--- config.mk ---
export PLATFORM = sky130hd
export DESIGN_NAME = out_display
export DESIGN_NICKNAME = d
export VERILOG_FILES = /design/src/rtl/out_display_pkg.sv /design/src/rtl/out_display_bin_to_bcd.sv /design/src/rtl/out_display.sv
export SDC_FILE = /design/constraint.sdc
export NUM_CORES = 1
export LEC_CHECK = 0
export ABC_AREA = 1
export BUFFER_PORTS_ARGS = -buffer_cell sky130_fd_sc_hd__buf_2
export CORE_ASPECT_RATIO = 1.4
export CORE_MARGIN = 5
export CORE_UTILIZATION = 51
export DETAILED_ROUTE_END_ITERATION = 16
export GPL_ROUTABILITY_DRIVEN = 0
export PLACE_DENSITY_LB_ADDON = 0.1
export SYNTH_ARGS = -nofsm -noshare
export SYNTH_HDL_FRONTEND = slang
export SYNTH_SLANG_ARGS = --single-unit
--- constraint.sdc ---
create_clock -name i_CLOCK -period 3.7 [get_ports i_CLOCK]
set_input_delay 0 -clock i_CLOCK [delete_from_list [all_inputs] [get_ports i_CLOCK]]
set_output_delay 0 -clock i_CLOCK [all_outputs]
set_load 0.005 [all_outputs]
--- src/rtl/out_display_pkg.sv ---
// Shared types and constants for the OUT register display block.
// Segment patterns are active-low, bit 0 = a through bit 6 = g.
package out_display_pkg;

    localparam int BCD_W = 4;
    localparam int STEPS = 8;
    localparam int STEP_CNT_W = 4;

    typedef enum logic {
        IDLE    = 1'b0,
        CONVERT = 1'b1
    } state_t;

    localparam logic [6:0] SEG_0     = 7'b1000000;
    localparam logic [6:0] SEG_1     = 7'b1111001;
    localparam logic [6:0] SEG_2     = 7'b0100100;
    localparam logic [6:0] SEG_3     = 7'b0110000;
    localparam logic [6:0] SEG_4     = 7'b0011001;
    localparam logic [6:0] SEG_5     = 7'b0010010;
    localparam logic [6:0] SEG_6     = 7'b0000010;
    localparam logic [6:0] SEG_7     = 7'b1111000;
    localparam logic [6:0] SEG_8     = 7'b0000000;
    localparam logic [6:0] SEG_9     = 7'b0010000;
    localparam logic [6:0] SEG_MINUS = 7'b0111111;
    localparam logic [6:0] SEG_BLANK = 7'b1111111;

    function automatic logic [6:0] seg_encode(input logic [BCD_W-1:0] d);
        logic [6:0] s;
        case (d)
            4'd0:    s = SEG_0;
            4'd1:    s = SEG_1;
            4'd2:    s = SEG_2;
            4'd3:    s = SEG_3;
            4'd4:    s = SEG_4;
            4'd5:    s = SEG_5;
            4'd6:    s = SEG_6;
            4'd7:    s = SEG_7;
            4'd8:    s = SEG_8;
            4'd9:    s = SEG_9;
            default: s = SEG_BLANK;
        endcase
        return s;
    endfunction

endpackage

--- src/rtl/out_display_bin_to_bcd.sv ---
// Sequential double-dabble converter, one shift step per clock.
// o_DONE strobes on the edge that completes the final step.
module bin_to_bcd
    import out_display_pkg::*;
(
    input  logic               i_CLOCK,
    input  logic               i_RESET,
    input  logic               i_START,
    input  logic [STEPS-1:0]   i_BIN,
    output logic               o_BUSY,
    output logic               o_DONE,
    output logic [BCD_W-1:0]   o_HUNDREDS,
    output logic [BCD_W-1:0]   o_TENS,
    output logic [BCD_W-1:0]   o_ONES
);

    state_t                  state;
    logic [STEP_CNT_W-1:0]   step_cnt;
    logic [STEPS-1:0]        shift_reg;
    logic [3*BCD_W-1:0]      bcd;
    logic [3*BCD_W-1:0]      bcd_adj;
    logic [3*BCD_W-1:0]      bcd_next;
    logic                    last_step;

    always_comb begin
        bcd_adj = bcd;
        for (int i = 0; i < 3; i++) begin
            if (bcd[i*BCD_W +: BCD_W] >= 4'd5) begin
                bcd_adj[i*BCD_W +: BCD_W] = bcd[i*BCD_W +: BCD_W] + 4'd3;
            end
        end
        bcd_next = {bcd_adj[3*BCD_W-2:0], shift_reg[STEPS-1]};
    end

    assign last_step = (state == CONVERT) &&
                       (step_cnt == STEP_CNT_W'(STEPS - 1));

    // A new start on the final edge aborts, so no stale result is offered.
    assign o_DONE     = last_step && !i_START;
    assign o_HUNDREDS = bcd_next[3*BCD_W-1:2*BCD_W];
    assign o_TENS     = bcd_next[2*BCD_W-1:BCD_W];
    assign o_ONES     = bcd_next[BCD_W-1:0];

    always_ff @(posedge i_CLOCK or posedge i_RESET) begin
        if (i_RESET) begin
            state     <= IDLE;
            o_BUSY    <= 1'b0;
            step_cnt  <= '0;
            shift_reg <= '0;
            bcd       <= '0;
        end else if (i_START) begin
            state     <= CONVERT;
            o_BUSY    <= 1'b1;
            step_cnt  <= '0;
            shift_reg <= i_BIN;
            bcd       <= '0;
        end else if (state == CONVERT) begin
            bcd       <= bcd_next;
            shift_reg <= {shift_reg[STEPS-2:0], 1'b0};
            if (last_step) begin
                state    <= IDLE;
                o_BUSY   <= 1'b0;
                step_cnt <= '0;
            end else begin
                step_cnt <= step_cnt + 1'b1;
            end
        end
    end

endmodule

--- src/rtl/out_display.sv ---
// OUT register with BCD conversion and a 4-digit multiplexed 7-seg scan.
// Define OUT_DISPLAY_SIGNED_EN to show the value as two's complement.
module out_display
    import out_display_pkg::*;
#(
    parameter int DATA_WIDTH  = 8,
    parameter int REFRESH_DIV = 1024
)
(
    input  logic                  i_CLOCK,
    input  logic                  i_RESET,
    input  logic [DATA_WIDTH-1:0] i_BUS_DATA,
    input  logic                  i_OUT_IN,
    output logic [DATA_WIDTH-1:0] o_VALUE,
    output logic                  o_BUSY,
    output logic [3:0]            o_DIGIT_SEL,
    output logic [6:0]            o_SEG
);

    localparam int CNT_W = $clog2(REFRESH_DIV);

    logic [DATA_WIDTH-1:0] mag;
    logic                  neg_in;
    logic                  neg_pend;
    logic                  conv_done;
    logic [BCD_W-1:0]      res_h;
    logic [BCD_W-1:0]      res_t;
    logic [BCD_W-1:0]      res_o;
    logic [BCD_W-1:0]      disp_h;
    logic [BCD_W-1:0]      disp_t;
    logic [BCD_W-1:0]      disp_o;
    logic                  disp_neg;
    logic [CNT_W-1:0]      refresh_cnt;

`ifdef OUT_DISPLAY_SIGNED_EN
    assign neg_in = i_BUS_DATA[DATA_WIDTH-1];
    assign mag    = neg_in ? -i_BUS_DATA : i_BUS_DATA;
`else
    assign neg_in = 1'b0;
    assign mag    = i_BUS_DATA;
`endif

    bin_to_bcd u_bcd (
        .i_CLOCK    (i_CLOCK),
        .i_RESET    (i_RESET),
        .i_START    (i_OUT_IN),
        .i_BIN      (mag),
        .o_BUSY     (o_BUSY),
        .o_DONE     (conv_done),
        .o_HUNDREDS (res_h),
        .o_TENS     (res_t),
        .o_ONES     (res_o)
    );

    always_ff @(posedge i_CLOCK or posedge i_RESET) begin
        if (i_RESET) begin
            o_VALUE  <= '0;
            neg_pend <= 1'b0;
        end else if (i_OUT_IN) begin
            o_VALUE  <= i_BUS_DATA;
            neg_pend <= neg_in;
        end
    end

    // Digits move only on completion so the scan never shows partial BCD.
    always_ff @(posedge i_CLOCK or posedge i_RESET) begin
        if (i_RESET) begin
            disp_h   <= '0;
            disp_t   <= '0;
            disp_o   <= '0;
            disp_neg <= 1'b0;
        end else if (conv_done) begin
            disp_h   <= res_h;
            disp_t   <= res_t;
            disp_o   <= res_o;
            disp_neg <= neg_pend;
        end
    end

    always_ff @(posedge i_CLOCK or posedge i_RESET) begin
        if (i_RESET) begin
            refresh_cnt <= '0;
            o_DIGIT_SEL <= 4'b0001;
        end else if (refresh_cnt == CNT_W'(REFRESH_DIV - 1)) begin
            refresh_cnt <= '0;
            o_DIGIT_SEL <= {o_DIGIT_SEL[2:0], o_DIGIT_SEL[3]};
        end else begin
            refresh_cnt <= refresh_cnt + 1'b1;
        end
    end

    always_comb begin
        o_SEG = SEG_BLANK;
        unique case (1'b1)
            o_DIGIT_SEL[0]: o_SEG = seg_encode(disp_o);
            o_DIGIT_SEL[1]: o_SEG = (disp_h == '0 && disp_t == '0) ?
                                    SEG_BLANK : seg_encode(disp_t);
            o_DIGIT_SEL[2]: o_SEG = (disp_h == '0) ?
                                    SEG_BLANK : seg_encode(disp_h);
            o_DIGIT_SEL[3]: o_SEG = disp_neg ? SEG_MINUS : SEG_BLANK;
            default:        o_SEG = SEG_BLANK;
        endcase
    end

endmodule

Yosys cells after proc, flatten, opt, wreduce, memory -nomap -nowiden

Memories as Yosys holds them, arrays and structs flattened.
Cells that the tools add are included.

Shift-type cells: 0
Bitwise gates (word level): 0
Add/sub/neg operators: 5
Muxes and demuxes: 20
Reductions and logical operators: 9
Multipliers: 0
Equal/unequal tests: 2
Divide/modulo/power cells: 0
Order comparisons: 3

Operator list:

| operator                                                              | count |
|---|---|
| 12-bit 2-to-1 mux                                                     | 2 |
| 7-bit one-hot mux with 3 select lines                                 | 1 |
| 4-bit 2-to-1 mux                                                      | 5 |
| 8-bit 2-to-1 mux                                                      | 2 |
| 7-bit 2-to-1 mux                                                      | 2 |
| 4-bit by 3-bit >= comparator with 1-bit output, second input constant | 3 |
| 10-bit by 1-bit adder with 10-bit output, second input constant       | 1 |
| 10-bit == test, second input constant                                 | 1 |
| 10-bit 2-to-1 mux                                                     | 1 |
| 4-bit by 2-bit adder with 4-bit output, second input constant         | 2 |
| 4-bit zero test                                                       | 2 |
| 1-bit 2-to-1 mux                                                      | 6 |
| 4-bit by 1-bit adder with 4-bit output, second input constant         | 1 |
| 4-bit by 3-bit == test with 1-bit output, second input constant       | 1 |
| 2-bit nonzero test                                                    | 2 |
| 3-bit by 2-bit adder with 3-bit output, second input constant         | 1 |
| 1-bit logical AND                                                     | 3 |
| 3-bit 2-to-1 mux                                                      | 1 |
| 2-bit AND reduction                                                   | 1 |
| 1-bit zero test                                                       | 1 |

Register bits: 60
ROM bits: 336
Word-level logic and storage cells: 53
Input bits: 11
Output and inout port bits: 20
Memory bits (writable): 0
Bits in latches: 0
Memories kept: 3

Memories:

| memory           | depth | bits a word | read ports | clocked after Yosys merged registers in | write ports | RTL line              | source |
|---|---|---|---|---|---|---|---|
| (name not given) | 16    | 7           | 1          | 0                                       | 0           | out_display_pkg.sv:29 | `case (d)` |
| (name not given) | 16    | 7           | 1          | 0                                       | 0           | out_display_pkg.sv:29 |  |
| (name not given) | 16    | 7           | 1          | 0                                       | 0           | out_display_pkg.sv:29 |  |

Depth between registers and ports, before layout

Gate-level depths: netlist (run 1).

Depth after elaboration: 5
Mapped depth: 9
Gate-level depth less buffers: 9

Modules after synthesis

Synthesis (run 1) repeated with hierarchy kept, for this count alone.

Cells, all modules: 465
Area, all modules: 3592.2 µm²

Modules (own cells, without submodules):

| module      | instances | area an instance (µm²) | seq. area each (µm²) | cells an instance |
|---|---|---|---|---|
| out_display | 1         | 2158.3                 | 852.1                | 284 |
| bin_to_bcd  | 1         | 1433.9                 | 650.6                | 181 |

Least setup slack after synthesis (run 1)

Ideal clock, no wire load.

Path type: register to register
Start: register u_bcd.bcd[4]
End: register disp_t[3]
Stages on the path, launching flop included: 7
Library setup time: 0.083 ns
Setup slack: 2.450 ns
Data arrival time: 1.168 ns
Data required time: 3.617 ns
Period minus slack after synthesis: 1.250 ns
Buffers on the path: 0
Path through: dfrtp_1 -> inv_1 -> ha_1 -> or2_2 -> a21oi_1 -> nand2_1 -> o21ai_0

Word-level cells in the longest chain between the ends: 2
Elaborated cells on any way between the ends: 3
Those cells by class: 1 x add/sub; 1 x order compare; 1 x mux

RTL lines:

| element                                                                                                         | RTL line                                                   | source |
|---|---|---|
| from (decl)                                                                                                     | out_display_bin_to_bcd.sv:20                               | `logic [3*BCD_W-1:0] bcd;` |
| from (signal assigned)                                                                                          | out_display_bin_to_bcd.sv:58                               | `bcd <= bcd_next;` |
| 4-bit by 2-bit adder with 4-bit output / 4-bit by 3-bit >= comparator with 1-bit output (equally long branches) | out_display_bin_to_bcd.sv:29, out_display_bin_to_bcd.sv:28 |  |
| 4-bit 2-to-1 mux *                                                                                              | out_display_bin_to_bcd.sv:28                               | `if (bcd[i*BCD_W +: BCD_W] >= 4'd5) begin` |
| to (signal assigned)                                                                                            | out_display.sv:74                                          | `disp_t <= res_t;` |
| to (decl)                                                                                                       | out_display.sv:30                                          | `logic [BCD_W-1:0] disp_t;` |

Every way passes the cells marked *; elsewhere a longest branch is shown, timed or not.
A chain may end at the register's enable or synchronous reset.

Worst setup path in the final report (run 1)

Start: register disp_h[0]
End: output port o_SEG[0]

Word-level cells in the longest chain between the ends: 4
Elaborated cells on any way between the ends: 6
Those cells by class: 3 x mux; 2 x reduce/logical; 1 x memory

RTL lines:

| element                                                        | RTL line          | source |
|---|---|---|
| from (decl)                                                    | out_display.sv:29 | `logic [BCD_W-1:0] disp_h;` |
| from (signal assigned)                                         | out_display.sv:73 | `disp_h <= res_h;` |
| branches (longest 3 deep; another with memory read 16 x 7 bit) | --                |  |
| 7-bit one-hot mux with 3 select lines *                        | out_display.sv:94 | `unique case (1'b1)` |
| to (decl)                                                      | out_display.sv:17 | `output logic [6:0] o_SEG` |

Mark *: on every way between the ends.

==> results of run 1 <==
==> stage by stage <==
step | util [%] | hold slack [ps]
floorplan | - | 134.9
global placement | 54.44 | 133.3
detailed placement | 54.44 | 138.5
CTS | 58.48 | 1.691
global route | 58.48 | 11.49
finish | 58.48 | 12.29
==> worst paths after layout <==
| kind | startpoint | endpoint | slack, ps | cells after the start |
|---|---|---|---|---|
| max | disp_h[0] | o_SEG[0] | 1920 | 7 |
| min | i_OUT_IN | o_VALUE[6] | 10 | 3 |
| max reg2reg | u_bcd.state | u_bcd.step_cnt[1] | 2210 | 4 |
| min reg2reg | o_VALUE[3] | o_VALUE[3] | 470 | 2 |
| max in group asynchronous | i_RESET | o_VALUE[0] | 2570 | 4 |
| min in group asynchronous | i_RESET | refresh_cnt[2] | 290 | 3 |
==> synth_stat cells <==
cell type    n  area [µm²]
nor3_4       1       16.27
buf_4        4       30.03
xnor2_1      2       17.52
nand4_4      1       21.27
nand4_1      1       6.260
buf_12       1       20.02
nand3_2      2       20.02
inv_6        1       8.760
xor2_1       8       70.07
nor2_4       2       22.52
dfstp_2      1       26.28
o221ai_1     7       61.31
nor2_1      29       108.9
ha_1        24       300.3
nand3_4      1       17.52
clkinv_2     1       5.000
o21ai_2      1       8.760
buf_6        1       11.26
o22ai_1      3       18.77
inv_2        3       11.26
nor2_2       1       6.260
a21boi_1     1       7.510
a21oi_1     11       55.05
inv_1       61       229.0
nand2_2      1       6.260
nand3_1     35       175.2
dfrtp_1     59        1476
o21ai_0     37       185.2
o21bai_1     1       7.510
a22o_1       1       8.760
nand2_1    144       540.5
or2_2        2       12.51
buf_2        4       20.02
==> placed cells by master, fill, tap and decap left out, drive strengths merged <==
| cell type | n |
|---|---|
| nand2 | 145 |
| nand3 | 38 |
| o21ai | 38 |
| ha | 24 |
| o21bai | 1 |
| o22ai | 3 |
| buf | 31 |
| nor2 | 32 |
| inv | 65 |
| a22o | 1 |
| clkinvlp | 2 |
| nor3 | 1 |
| xnor2 | 2 |
| or2 | 2 |
| xor2 | 8 |
| a21boi | 1 |
| a21oi | 11 |
| nand4 | 2 |
| clkinv | 3 |
| o221ai | 7 |
| dfrtp | 59 |
| dfstp | 1 |
| dlygate4sd3 | 10 |
| clkbuf | 11 |
==> power by group through the flow <==
stage	registers (mW)	clock network, mW	logic (mW)
after floorplan	0.794	0	0.342
final	0.811	0.522	0.420
after CTS	0.810	0.539	0.423
after detailed placement	0.821	0	0.411
after global routing	0.825	0.570	0.504
after global placement	0.817	0	0.409
==> per-layer routing <==
metal / global-route usage, % / vias up / share of wire [%]
li1: - / 1520 / -
met1: 22.23 / 1324 / 45
met2: 29.68 / 51 / 49
met3: 5.333 / 9 / 4.0
met4: 8.696 / 0 / 1.4
met5: 0 / - / 0
==> worst max-delay path, stage by stage (launching register included) <==
cell     delay (ps)
dfrtp_1         400
inv_1           110
ha_1            240
nand3_1         130
nand2_1         110
o21ai_0         200
nand3_1         120
buf_2           140
==> cell type report <==
type / instances / area [µm²]
clock buffer: 11 / 151.4
clock inverter: 4 / 25.02
fill: 624 / 2843
inverter: 66 / 254.0
multi-input combinational: 316 / 1694
sequential: 60 / 1503
tap: 95 / 118.9
timing repair buffer: 41 / 257.7
==> cells by family (layout without fill, tap and decap cells) <==
| family | count (synthesis) | in the layout | synth area share, % |
|---|---|---|---|
| flip-flops | 60 | 60 | 42.54 |
| AO/OA/AOI/OAI | 62 | 62 | 9.990 |
| buffers and inverters | 76 | 122 | 9.493 |
| XOR/XNOR | 10 | 10 | 2.480 |
| AND/OR/NAND/NOR | 220 | 220 | 26.99 |
| adder cells (fa/ha/maj) | 24 | 24 | 8.502 |
==> what timing repair did <==
action,4_1_cts,5_1_grt
endpoints found under the hold margin,46,0
resized for setup,0,0
hold buffers,10,0
==> results_dict.tcl, run 1 <==
set metrics [dict create \
    routed-via-count 2904 \
    setup_viol 0 \
    synth_area_um2 3532 \
    drtPass1Iterations 5 \
    syn-instance-count 452 \
    grt_pass1_vias 2885 \
    required_ps 3700 \
    clock_latency_ps 350 \
    largest_reg_flops 12 \
    ys_seq_elements 60 \
    grt_max_degree 33 \
    period_minus_slack_ps 1784 \
    portBuffers 30 \
    syn_to_final_growth_pct 13.35 \
    numCtsBuffers 9 \
    cts_root_buffer "clkbuf_8" \
    worstSetupEndpointType "output port" \
    num_rows 36 \
    swShare_pct 34.08 \
    fmax_mhz 560.7 \
    fin_area_um2 4004 \
    dpl_cell_area_um2 3727 \
    drive_gt1_share_pct 13.05 \
    total_power_mw 1.753 \
    fin_ws_ps 1916 \
    nNetsFinal 529 \
    drt-total-wl_um 6923 \
    worst_pin_slew_ps 665.0 \
    cp_max_fo 5 \
    overflow 0 \
    synth-seq-area-share_pct 42.54 \
    via_per_inst 4.897 \
    n_antenna_cell 0 \
    p_leak_nw 2.048 \
    core_area_um2 6847 \
    ys_warn_count 0 \
    die_y_um 108.5 \
    antenna_found_initial 0 \
    p_comb_share_pct 24.0 \
    top_regs "u_bcd.bcd: 12 flops, refresh_cnt: 10 flops" \
    top_register "u_bcd.bcd" \
    hold_viol_final 0 \
    cap_violations 0 \
    fp.dieW_um 80.34 \
    syn_avg_cell_area_um2 7.814 \
    stdcell_count 593 \
    start_util_pct 51.59 \
    syn_nets 487 \
    cts_buffer_depth 2 \
    tritoncts "done" \
    fin_skew_ps 15.40 \
    power.internal_mw 1.156 \
    critPathLaunchType "register" \
    dp_hpwl_um 5117 \
    arrival_ps 1780 \
    clk_pin_slew_ps 70 \
    cts_setup_buffers 0 \
    grt_use_total_pct 18.32 \
    routedWlPerCell_um 11.67 \
    power_switching_mw 0.5974 \
    synth_cell_type_count 33 \
    critical_path_class "reg2out" \
    pre_cts_slack_ps 2219 \
    powerDensity_nw_per_um2 437.9 \
    grt_pass1_wl_um 12450 \
    hold_path_class "in2reg" \
    cts.sinks 60 \
    fin_setup_tns_ps 0 \
    cts.htree.levels 3 \
    grt_setup_unrepaired "no" \
    drc_errors 0 \
    ant_nets 0 \
    drtIter0Drc 140 \
    pwr-share-seq_pct 46.2 \
    fin_crit_sh_pct 48.21 \
    relSlewSlack_pct 55.56 \
    drv_slew 0 \
    ir_drop_uv 321.2 \
    placedCellCount 568 \
    clkPwrFrac_pct 29.8 \
    dieArea_um2 8714 \
    pin_count 31 \
    status "finished clean" \
]
Power figures use the tool's default switching activity.
==> inputs of run 2 (changes only) <==
--- a/config.mk
+++ b/config.mk
@@ -5,7 +5,7 @@
 export SDC_FILE = /design/constraint.sdc
 export NUM_CORES = 1
 export LEC_CHECK = 0
-export ABC_AREA = 1
+export ABC_AREA = 0
 export BUFFER_PORTS_ARGS = -buffer_cell sky130_fd_sc_hd__buf_2
 export CORE_ASPECT_RATIO = 1.4
 export CORE_MARGIN = 5
==> constraint.sdc (replaced) <==
create_clock -name i_CLOCK -period 1.73 [get_ports i_CLOCK]
set_input_delay 0 -clock i_CLOCK [delete_from_list [all_inputs] [get_ports i_CLOCK]]
set_output_delay 0 -clock i_CLOCK [all_outputs]
set_load 0.005 [all_outputs]
==> run 2 against run 1 <==
The run now ends with setup timing left. Hold slack better by 250 ps. First-iteration DRC count down 38%. Global-route usage up 0.42 points. Cell area up 11%. Cell count down 9.9%. Setup slack worse by 2000 ps. Die area down 0.92%. Non-clock buffer count up 30. Critical path depth down 2. Routed wire length up 11%. Synthesized area down 1.0%. Clock-buffer cell count up 1. Critical endpoint is now o_SEG[6].
==> results_dict.tcl, run 2 <==
set metrics [dict create \
    drc_errors 0 \
    syn-instance-count 374 \
    synth_edf_count 0 \
    ir_drop_uv 906.2 \
    hold_viol_final 0 \
    cts.sinks 60 \
    overflow 0 \
    via_per_inst 5.345 \
    arrival_ps 1840 \
    synth.largest_area_cell "dfrtp_1" \
    tritoncts "done" \
    stdcell_count 534 \
    syn_to_final_growth_pct 27.59 \
    final_util_pct 67.46 \
    dp_hpwl_um 4761 \
    numCtsBuffers 9 \
    status "complete, but fails checks" \
    synth_common_cells "dfrtp_1 (59), o21ai_0 (35), nand2_1 (34), inv_1 (25), ha_1 (24)" \
    ys_seq_elements 60 \
    mostFrequentLayoutCell "dfrtp_1" \
    period_minus_slack_ps 1842 \
    crit_chain "or3b_4, a21oi_2, a31oi_1, or3_1, buf_2" \
    grt_setup_unrepaired "yes" \
    fmax_mhz 542.8 \
    pin_count 31 \
    fin_skew_ps 8.679 \
    powerDensity_nw_per_um2 733.0 \
    fin_setup_tns_ps -347.7 \
    dpl_cell_area_um2 3801 \
    grt_use_total_pct 18.74 \
    num_rows 35 \
    portBuffers 30 \
    cts_buffer_depth 2 \
    grt_max_degree 61 \
    syn_nets 409 \
    placedCellCount 491 \
    setup_viol 6 \
    antenna_found_initial 0 \
    drt-total-wl_um 7677 \
    clk_pin_slew_ps 70 \
    worstSetupEndpointType "output port" \
    drtPass1Iterations 4 \
    synth_ff_type "dfrtp_1" \
    synth_area_um2 3496 \
    r2r-start "u_bcd.step_cnt[0]" \
    synth-seq-area-share_pct 42.98 \
    die_y_um 108.0 \
    ant_nets 0 \
    fin_ws_ps -112.4 \
    fin_crit_sh_pct 106.5 \
    routedWlPerCell_um 14.38 \
    drtIter0Drc 87 \
    cp_max_fo 2 \
    worstRegToRegCells 5 \
    critPathLaunchType "register" \
    synthTopCellsByArea "dfrtp_1 (42%), ha_1 (8.6%), o21ai_0 (5.0%), nand2_1 (3.7%), mux2i_1 (3.4%)" \
    n_antenna_cell 0 \
    clock_latency_ps 330 \
    critPathMaxStageDelay_ps 410 \
    reg2reg_slack_ps 80 \
    routed-via-count 2854 \
    relSlewSlack_pct 72.96 \
    nNetsFinal 472 \
    top_regs "u_bcd.bcd: 12 flops, refresh_cnt: 10 flops" \
    cts_root_buffer "clkbuf_8" \
    p_leak_nw 2.067 \
    largest_reg_flops 12 \
    final_cell_mix "dfrtp_1 (59), nand2_1 (34), o21ai_0 (32)" \
    synth_cell_type_count 49 \
    r2r-end "disp_t[0]" \
    synthArstFlopShare_pct 100.0 \
    dieArea_um2 8634 \
    worst_pin_slew_ps 405.6 \
    fp.dieW_um 79.97 \
    cap_violations 0 \
    cpMaxStageDelayCell "or3b_4" \
    cts.htree.levels 3 \
    top_register "u_bcd.bcd" \
    fin_area_um2 4461 \
    drive_gt1_share_pct 30.32 \
    synth_top_area_share_pct 42.23 \
    grt_pass1_vias 2888 \
    hold_ws_ps 261.5 \
    required_ps 1730 \
    failed_checks "setup timing" \
    core_area_um2 6613 \
    hold_path_class "in2async" \
    drv_slew 0 \
    grt_pass1_wl_um 13030 \
    start_util_pct 52.87 \
    critical_path_class "reg2out" \
    total_power_mw 3.270 \
    syn_avg_cell_area_um2 9.347 \
    synth_most_common_cell "dfrtp_1" \
    ys_warn_count 0 \
    pre_cts_slack_ps -39.10 \
]
==> run 2: cell count changes in the layout (fill, tap and decap cells not counted), sizes merged, moves of 8 or more <==
| cell | before | now |
|---|---|---|
| a211oi | 0 | 8 |
| a21oi | 11 | 19 |
| buf | 31 | 61 |
| inv | 65 | 25 |
| mux2 | 0 | 9 |
| mux2i | 0 | 12 |
| nand2 | 145 | 34 |
| nand3 | 38 | 10 |
| nor2 | 32 | 23 |
| nor2b | 0 | 13 |
| nor3 | 1 | 12 |
==> run 2: report_power, final <==
| part | switching, mW | internal (mW) | leakage [nW] |
|---|---|---|---|
| Clock | 0.537 | 0.739 | 0.102 |
| Sequential | 0.0651 | 1.47 | 0.771 |
| Combinational | 0.236 | 0.221 | 1.19 |
==> run 2: worst max path at each step <==
stage                   startpoint        endpoint  slack (ps)  cells after the start
global route             disp_h[1]        o_SEG[1]        -180                      6
CTS                      disp_h[1]        o_SEG[1]        -100                      6
detailed placement    u_bcd.bcd[1]    u_bcd.bcd[2]         -40                      6
finish                   disp_o[1]        o_SEG[6]        -110                      5
floorplan           refresh_cnt[0]  o_DIGIT_SEL[1]         130                      4
global placement      u_bcd.bcd[9]   u_bcd.bcd[10]          30                      6
==> run 2: timing repair <==
item | in CTS | in global routing
pin swaps | 14 | 5
resized for setup | 45 | 18
buffers inserted | 15 | 0
endpoints found under the setup margin | 9 | 15
hold buffers | 10 | 0
endpoints found under the hold margin | 77 | 0
cloned | 0 | 2
==> run 2: layout make-up <==
cell class                 instances  area, µm²
timing repair buffer              71      510.5
multi-input combinational        270       2033
clock buffer                      12      155.1
tap                               92      115.1
fill                             538       2152
inverter                          25      96.34
clock inverter                     4      47.55
sequential                        60       1503
==> run 2: worst max-delay path, delay by kind of cell (launching register included) <==
| family | cells | cell delay [ps] |
|---|---|---|
| flip-flops | 1 | 390 |
| buffers and inverters | 1 | 130 |
| AO/OA/AOI/OAI | 2 | 220 |
| AND/OR/NAND/NOR | 2 | 770 |
==> run 2: logic make-up (layout without fill, tap and decap cells) <==
group | count (synthesis) | in the layout | share of synthesized area, %
compound gates | 92 | 92 | 16.25
xor+xnor | 11 | 11 | 2.756
fa+ha+maj | 24 | 24 | 8.590
buf+inv | 46 | 112 | 5.333
flops | 60 | 60 | 42.99
mux | 21 | 21 | 6.657
simple gates | 120 | 122 | 17.43
==> run 2: per-layer routing <==
layer,track usage (%),up-vias,wire [µm]
met1,23.16,1341,3285
met5,0,-,0
met3,4.500,16,302
met2,31.10,68,3878
li1,-,1429,-
met4,7.850,0,210
